[src/rtl/mem_bus_arbiter.sv]
// ============================================================================
// mem_bus_arbiter
// ----------------------------------------------------------------------------
// Shares one downstream memory port between the core's instruction-fetch bus
// (ibus) and data bus (dbus). The winning request is captured into local
// registers and presented downstream, unchanged, until mem_data_ok returns.
// The response is then routed back to the bus that owns the transaction.
//
// The dbus normally wins ties because it carries the older instruction. To
// keep fetch moving, at most MAX_D_STREAK dbus grants can be made back to back
// while an ibus request is waiting. After that the ibus is granted.
//
// If the ibus withdraws its request mid-flight (branch redirect), the request
// has already been issued downstream. It therefore completes in DRAIN, and
// its response is discarded.
//
// Ports
//   clk, reset                    clock, synchronous active-high reset
//   i_valid, i_addr               ibus request
//   i_data_ok, i_rdata            ibus response (32-bit lane chosen by addr[2])
//   d_valid, d_addr, d_size,
//   d_strobe, d_wdata             dbus request (strobe 0 = load)
//   d_data_ok, d_rdata            dbus response
//   mem_valid, mem_addr, mem_size,
//   mem_strobe, mem_wdata         downstream request (registered copies)
//   mem_data_ok, mem_rdata        downstream response
// ============================================================================
module mem_bus_arbiter #(
    parameter int MAX_D_STREAK = 4
) (
    input  logic        clk,
    input  logic        reset,

    input  logic        i_valid,
    input  logic [63:0] i_addr,
    output logic        i_data_ok,
    output logic [31:0] i_rdata,

    input  logic        d_valid,
    input  logic [63:0] d_addr,
    input  logic [2:0]  d_size,
    input  logic [7:0]  d_strobe,
    input  logic [63:0] d_wdata,
    output logic        d_data_ok,
    output logic [63:0] d_rdata,

    output logic        mem_valid,
    output logic [63:0] mem_addr,
    output logic [2:0]  mem_size,
    output logic [7:0]  mem_strobe,
    output logic [63:0] mem_wdata,
    input  logic        mem_data_ok,
    input  logic [63:0] mem_rdata
);

    typedef enum logic [1:0] {
        IDLE   = 2'd0,
        BUSY_I = 2'd1,
        BUSY_D = 2'd2,
        DRAIN  = 2'd3
    } state_t;

    localparam int              SW         = $clog2(MAX_D_STREAK + 1);
    localparam logic [SW-1:0]   STREAK_MAX = SW'(MAX_D_STREAK);

    state_t        state, state_next;
    logic [SW-1:0] streak, streak_next;
    logic          grant_d;
    logic          grant_i;

    // The dbus wins unless the fetch side has already waited out a full
    // streak of data grants.
    assign grant_d = d_valid && !(i_valid && (streak == STREAK_MAX));
    assign grant_i = !grant_d && i_valid;

    // ------------------------------------------------------------------
    // Next-state logic
    // ------------------------------------------------------------------
    always_comb begin
        // NOTE: every signal driven here gets a default first, so no path
        // leaves it unassigned and no latch is inferred.
        state_next  = state;
        streak_next = streak;

        case (state)
            IDLE: begin
                if (grant_d) begin
                    state_next = BUSY_D;
                    // The streak only counts while a fetch is actually waiting.
                    if (i_valid)
                        streak_next = (streak == STREAK_MAX) ? streak : streak + 1'b1;
                    else
                        streak_next = '0;
                end else if (grant_i) begin
                    state_next  = BUSY_I;
                    streak_next = '0;
                end
            end

            BUSY_I: begin
                // Completion wins over a same-cycle withdrawal: the response
                // is still delivered.
                if (mem_data_ok)
                    state_next = IDLE;
                else if (!i_valid)
                    state_next = DRAIN;
            end

            BUSY_D: begin
                if (mem_data_ok)
                    state_next = IDLE;
                else if (!d_valid)
                    state_next = DRAIN;
            end

            DRAIN: begin
                if (mem_data_ok)
                    state_next = IDLE;
            end

            default: state_next = IDLE;
        endcase
    end

    // ------------------------------------------------------------------
    // State, streak counter and latched request fields
    // ------------------------------------------------------------------
    always_ff @(posedge clk) begin
        // NOTE: sequential state uses non-blocking assignments so that every
        // register samples values from before this clock edge.
        if (reset) begin
            state      <= IDLE;
            streak     <= '0;
            mem_addr   <= '0;
            mem_size   <= '0;
            mem_strobe <= '0;
            mem_wdata  <= '0;
        end else begin
            state  <= state_next;
            streak <= streak_next;

            if (state == IDLE) begin
                if (grant_d) begin
                    mem_addr   <= d_addr;
                    mem_size   <= d_size;
                    mem_strobe <= d_strobe;
                    mem_wdata  <= d_wdata;
                end else if (grant_i) begin
                    mem_addr   <= i_addr;
                    mem_size   <= 3'd2;
                    mem_strobe <= 8'h00;
                    mem_wdata  <= 64'h0;
                end
            end
        end
    end

    // ------------------------------------------------------------------
    // Outputs
    // ------------------------------------------------------------------
    // The request is visible downstream for as long as a transaction is owned
    // or draining. That is one cycle after the grant, and until the cycle after
    // completion.
    assign mem_valid = (state != IDLE);

    // Responses are suppressed while reset is asserted, so an aborted
    // transaction never produces a pulse.
    assign i_data_ok = !reset && (state == BUSY_I) && mem_data_ok;
    assign d_data_ok = !reset && (state == BUSY_D) && mem_data_ok;

    assign i_rdata = mem_addr[2] ? mem_rdata[63:32] : mem_rdata[31:0];
    assign d_rdata = mem_rdata;

endmodule
[config.mk]
export PLATFORM = sky130hd
export DESIGN_NAME = mem_bus_arbiter
export DESIGN_NICKNAME = d
export VERILOG_FILES = /design/src/rtl/mem_bus_arbiter.sv
export SDC_FILE = /design/constraint.sdc
export NUM_CORES = 1
export LEC_CHECK = 0
export CORE_AREA = 2 2 200 202
export DETAILED_ROUTE_END_ITERATION = 8
export DIE_AREA = 0 0 202 204
export PLACE_DENSITY_LB_ADDON = 0.12
export SLEW_MARGIN = 5
export SYNTH_ARGS = -nofsm -noshare
export SYNTH_HDL_FRONTEND = slang
export SYNTH_SLANG_ARGS = --single-unit
[constraint.sdc]
create_clock -name clk -period 1.8 [get_ports clk]
set_input_delay 0.36 -clock clk [delete_from_list [all_inputs] [get_ports clk]]
set_output_delay 0.36 -clock clk [all_outputs]
set_load 0.02 [all_outputs]
==> results.py, run 1 <==
metrics = {
    "setup_path": {
        "critPathRequiredTime_ps": 1440,
        "worstSetupEndpointType": "output pin",
        "reg2reg_slack_ps": 140,
        "worstSetupPathType": "flip-flop to output pin",
        "r2r-end": "mem_addr[11]",
        "critPathLaunchType": "flip-flop",
        "worstReg2RegStart": "state[0]",
        "ff2ff_path_depth": 8,
        "path_max_fanout": 17,
        "worstPathArrival_ps": 1570,
    },
    "clock_tree": {
        "cts_tree": "built",
        "cts.hold.buffers_added": 0,
        "htree_num_levels": 4,
        "path_clk_slew_ps": 70,
        "cts_made_buffers": 17,
        "cts_sinks": 144,
        "clock_latency_ps": 440,
        "cts.root.buffer_cell": "clkbuf_16",
        "cts_buffer_depth": 2,
    },
    "sta": {
        "rsz0062_at_grt": "true",
        "final_hold_viol_count": 0,
        "max_freq_ghz": 0.518,
        "clock_skew_ps": 8.12,
        "worst_slack_ps": -129,
        "max_slew.worst_pin.slew_ps": 566,
        "setup_viol": 32,
        "maxSlewHeadroom": 0.622,
        "hold_ws_ps": 447,
        "fin_tns_setup_ps": -3230,
        "maxSlewViolCount": 0,
        "period_share": 1.07,
        "period_minus_slack_ps": 1930,
    },
    "power": {
        "ir_worst_vdd_v": 0.000636,
        "clockPowerShare": 0.251,
        "power.leakage_uw": 0.00611,
        "swShare": 0.379,
        "p_sw_uw": 5370,
        "p_int_uw": 8780,
        "p_total_uw": 14200,
        "p_comb_frac": 0.455,
        "seqPwrFrac": 0.293,
        "power_density_nw_per_um2": 1040,
    },
    "placed_design": {
        "routabilityCongestion": 0.764,
        "pre_cts_ws_ps": -266,
        "dp_hpwl_mm": 25.8,
        "placed_cell_area_sq_um": 12800,
        "io_buffer_count": 509,
    },
    "drt": {
        "vias": 8236,
        "detail_route.wirelength_mm": 36.2,
        "drt-initial-drc-count": 287,
        "antenna_left": 0,
        "first_pass_iters": 6,
        "drt-wirelength-per-cell_microns": 19.3,
        "viasPerCell": 4.40,
        "drc": 0,
    },
    "global_route": {
        "grt_overflow": 0,
        "grt_pass1_vias": 8109,
        "grt_usage": 0.166,
        "grt_pass1_wl_mm": 52.0,
        "grt_max_degree": 103,
        "antenna_found_initial": 0,
    },
    "flow_run": {
        "drv_cap": 0,
    },
    "synth": {
        "synthesis.nets": 1143,
        "ys.flop_type": "dfxtp_1",
        "synth_area_leader_cell": "dfxtp_1",
        "synth_edf_count": 0,
        "synth.avg_cell_area_sq_um": 8.20,
        "yosysUniqueCellTypes": 35,
        "yosysMostFrequentCell": "dfxtp_1",
        "syn_area_sq_um": 7080,
        "synthTopCellsByArea": "dfxtp_1 (41%), a311oi_1 (7.9%), buf_4 (7.7%), nand4_1 (6.5%), a21oi_1 (5.4%)",
        "netlist_instances": 864,
        "ys_seq_area_frac": 0.407,
        "ys_async_sr_fraction": 0,
        "synth_seq_cells": 144,
        "ys_top_cells_by_count": "dfxtp_1 (144), nand2_1 (77), a21oi_1 (76), nand4_1 (74), buf_4 (73)",
        "ys.warnings.count": 0,
        "yosys.area.top_type_share": 0.407,
    },
    "die": {
        "initial_core_util": 0.181,
        "num_io_pins": 510,
        "die_w_microns": 202,
        "core.rowCount": 73,
        "die_y_microns": 204,
        "die-area_sq_um": 41200,
        "core_area_sq_um": 39200,
    },
    "finish": {
        "nets": 1614,
        "final_area_sq_um": 13600,
        "antenna_cells": 0,
        "drive_above_1_share": 0.170,
        "area_growth_pct": 92.5,
    },
    "worst_hold_path": {
        "holdPathStages": 2,
        "whs_endpoint": "mem_wdata[22]",
        "hp-class": "flip-flop to flip-flop",
        "min_from": "mem_wdata[22]",
    },
    "run_status": {
        "status": "finished, violations left",
        "violations": "setup timing",
    },
}
kinds of logic after synthesis:
logic type               after synthesis  share of synthesized area
buffers and inverters                167                      0.137
multiplexers                          32                     0.0509
adder cells (fa/ha/maj)                7                     0.0124
AND/OR/NAND/NOR                      299                      0.203
flip-flops                           144                      0.407
AO/OA/AOI/OAI                        215                      0.190
per-stage QoR:
stage                     instances   util
after floorplan                 864      -
after global placement         1826  0.326
after detailed placement       1826  0.326
after CTS                      1859  0.336
after global routing           1873  0.348
final                          1873  0.348
sequential cells by signal, indices dropped and copies added, names as in the netlist:
register / flops
state: 2
mem_strobe: 8
mem_wdata: 64
mem_size: 3
mem_addr: 64
streak: 3
placed cells by master, fill, tap and decap left out, types with 3 or more instances in the layout:
cell / instances
inv_1: 3
ha_4: 3
nand4_1: 74
ha_1: 3
nand3_1: 66
buf_2: 10
clkdlybuf4s50_1: 292
and3b_1: 3
dfxtp_4: 3
clkinvlp_4: 5
dlygate4sd2_1: 123
o21ai_0: 21
mux2_2: 15
buf_12: 20
dlymetal6s2s_1: 47
a21oi_1: 76
a311oi_1: 64
nor2_1: 70
o21ai_1: 44
inv_6: 4
dfxtp_1: 141
mux2_4: 17
buf_4: 92
clkbuf_16: 21
nand2_1: 77
buf_6: 21
power by group through the flow:
stage	Combinational, uW	Sequential [uW]	Clock, uW
after floorplan	2420	4910	0
final	6450	4150	3560
after CTS	6030	4150	3720
after detailed placement	6280	4200	0
after global routing	6920	4230	3830
after global placement	6300	4180	0
layout make-up:
type / instances / area (sq um)
clock buffer: 18 / 439
clock inverter: 14 / 133
fill: 4122 / 25600
inverter: 6 / 30.0
multi-input combinational: 554 / 3370
sequential: 144 / 2890
tap: 525 / 657
timing repair buffer: 612 / 6110
what timing repair did:
action / CTS / global route
gates cloned: 1 / 5
setup endpoints to repair: 160 / 111
resized for setup: 284 / 107
pin swaps: 0 / 1
setup buffers: 0 / 9
critical path, stage by stage (launching register included):
cell and delay [ps]:
dfxtp_4 410, buf_12 180, mux2_2 350, buf_2 160
metal layers:
metal  global-route usage  vias to the layer above  routed length [microns]
li1                     -                     4042                        -
met1                0.201                     3863                    15500
met2                0.275                      303                    17100
met3               0.0609                       28                     3040
met4               0.0470                        0                      518
met5                    0                        -                        0
how the worst max path moves through the flow:
stage	start	to	slack, ps	cells after the start
final	mem_addr[2]	i_rdata[19]	-130	3
after global placement	mem_data_ok	i_data_ok	-260	3
after global routing	mem_addr[2]	i_rdata[30]	-190	3
after CTS	mem_addr[2]	i_rdata[28]	-290	3
after floorplan	mem_addr[2]	i_rdata[10]	160	3
after detailed placement	mem_data_ok	d_data_ok	-270	3
Power figures use the tool's default switching activity.
==> run 2, diff against run 1 <==
- SKIP_CTS_REPAIR_TIMING: unset -> 1
==> results.py, run 2 (synthesis gave the netlist of run 1 again) <==
metrics = {
    "placed_design": {
        "pre_cts_ws_ps": -266,
        "placed_cell_area_sq_um": 12800,
        "dp_hpwl_mm": 25.8,
        "io_buffer_count": 509,
        "routabilityCongestion": 0.764,
    },
    "finish": {
        "final_common_cell": "clkdlybuf4s50_1",
        "nets": 1612,
        "reg.largest.list": "mem_addr x64, mem_wdata x64, mem_strobe x8",
        "area_growth_pct": 97.1,
        "antenna_cells": 0,
        "final_cell_mix": "clkdlybuf4s50_1 (293), dlymetal6s2s_1 (178), dfxtp_1 (141), buf_4 (89), nand2_1 (77)",
        "final_area_sq_um": 14000,
        "drive_above_1_share": 0.162,
    },
    "run_status": {
        "violations": "setup timing",
        "status": "finished, violations left",
    },
    "sta": {
        "rsz0062_at_grt": "true",
        "final_hold_viol_count": 0,
        "setup_viol": 32,
        "period_minus_slack_ps": 1940,
        "max_slew.worst_pin.slew_ps": 577,
        "clock_skew_ps": 6.89,
        "maxSlewViolCount": 0,
        "worst_slack_ps": -141,
        "maxSlewHeadroom": 0.615,
        "period_share": 1.08,
        "max_freq_ghz": 0.515,
    },
    "setup_path": {
        "reg2reg_slack_ps": 120,
        "critPathRequiredTime_ps": 1440,
        "r2r-end": "mem_addr[9]",
        "worstSetupEndpointType": "output pin",
        "ff2ff_path_depth": 7,
        "worstReg2RegStart": "streak[0]",
        "critPathLaunchType": "flip-flop",
        "worstSetupPathType": "flip-flop to output pin",
        "worstPathArrival_ps": 1580,
        "path_max_fanout": 8,
    },
    "power": {
        "ir_worst_vdd_v": 0.000635,
        "power_density_nw_per_um2": 1010,
        "power.leakage_uw": 0.00736,
        "p_total_uw": 14200,
    },
    "clock_tree": {
        "cts_made_buffers": 17,
        "htree_num_levels": 4,
        "cts_buffer_depth": 2,
        "clock_latency_ps": 450,
        "cts_tree": "built",
        "cts_sinks": 144,
        "cts.root.buffer_cell": "clkbuf_16",
        "path_clk_slew_ps": 70,
    },
    "die": {
        "die_w_microns": 202,
        "die-area_sq_um": 41200,
        "core.rowCount": 73,
        "core_area_sq_um": 39200,
        "die_y_microns": 204,
        "initial_core_util": 0.181,
        "num_io_pins": 510,
    },
    "worst_hold_path": {
        "whs_endpoint": "mem_wdata[22]",
        "holdPathStages": 2,
        "min_from": "mem_wdata[22]",
        "hp-class": "flip-flop to flip-flop",
    },
    "drt": {
        "drt-wirelength-per-cell_microns": 19.5,
        "detail_route.wirelength_mm": 36.5,
        "viasPerCell": 4.43,
        "vias": 8295,
        "drt-initial-drc-count": 289,
        "drc": 0,
        "first_pass_iters": 6,
        "antenna_left": 0,
    },
    "global_route": {
        "grt_usage": 0.164,
        "grt_pass1_vias": 8085,
        "grt_overflow": 0,
        "grt_max_degree": 103,
        "grt_pass1_wl_mm": 51.6,
        "antenna_found_initial": 0,
    },
    "flow_run": {
        "drv_cap": 0,
    },
}
run 2: stage by stage:
stage | util | TNS [ps] | instances | hold WS (ps)
finish | 0.356 | -3640 | 1871 | 447
global route | 0.356 | -5840 | 1871 | 467
CTS | 0.341 | -24770 | 1858 | 452
detailed placement | 0.326 | -20320 | 1826 | 443
global placement | 0.326 | -18680 | 1826 | 437
floorplan | - | 0 | 864 | 449
run 2: final cells by class:
cell class,instances,area [sq um]
Inverter,6,22.5
Clock buffer,18,439
Fill cell,4044,25200
Multi-Input combinational cell,554,3310
Sequential cell,144,2890
Clock inverter,14,133
Tap cell,525,657
Timing Repair Buffer,610,6510
run 2: report_power, final:
part | switching (uW) | internal (uW) | total [uW]
Clock | 1590 | 1960 | 3550
Sequential | 321 | 3820 | 4140
Combinational | 3420 | 3050 | 6470
Total | 5330 | 8820 | 14200
run 2: worst max path at each step:
stage / end / cells after the start / slack (ps) / startpoint
after CTS: i_rdata[28] / 3 / -630 / mem_addr[2]
after floorplan: i_rdata[10] / 3 / 160 / mem_addr[2]
after detailed placement: d_data_ok / 3 / -270 / mem_data_ok
after global placement: i_data_ok / 3 / -260 / mem_data_ok
final: i_rdata[17] / 3 / -140 / mem_addr[2]
after global routing: i_rdata[17] / 3 / -210 / mem_addr[2]
run 2: worst max-delay path: stages, from the launching register on:
cell and delay, ps:
dfxtp_4 400, buf_6 170, mux2_2 340, dlymetal6s2s_1 210
run 2: metal layers:
metal / up-vias / GRT usage / routed length [microns]
li1: 4036 / - / -
met1: 3912 / 0.200 / 15700
met2: 315 / 0.270 / 17200
met3: 32 / 0.0580 / 2940
met4: 0 / 0.0496 / 639
met5: - / 0 / 0
==> run 3, diff against run 2 <==
- CTS_CLUSTER_SIZE: unset -> 12
==> results of run 3 <==
No change in the layout: final DEF, timing and power equal those of run 2.
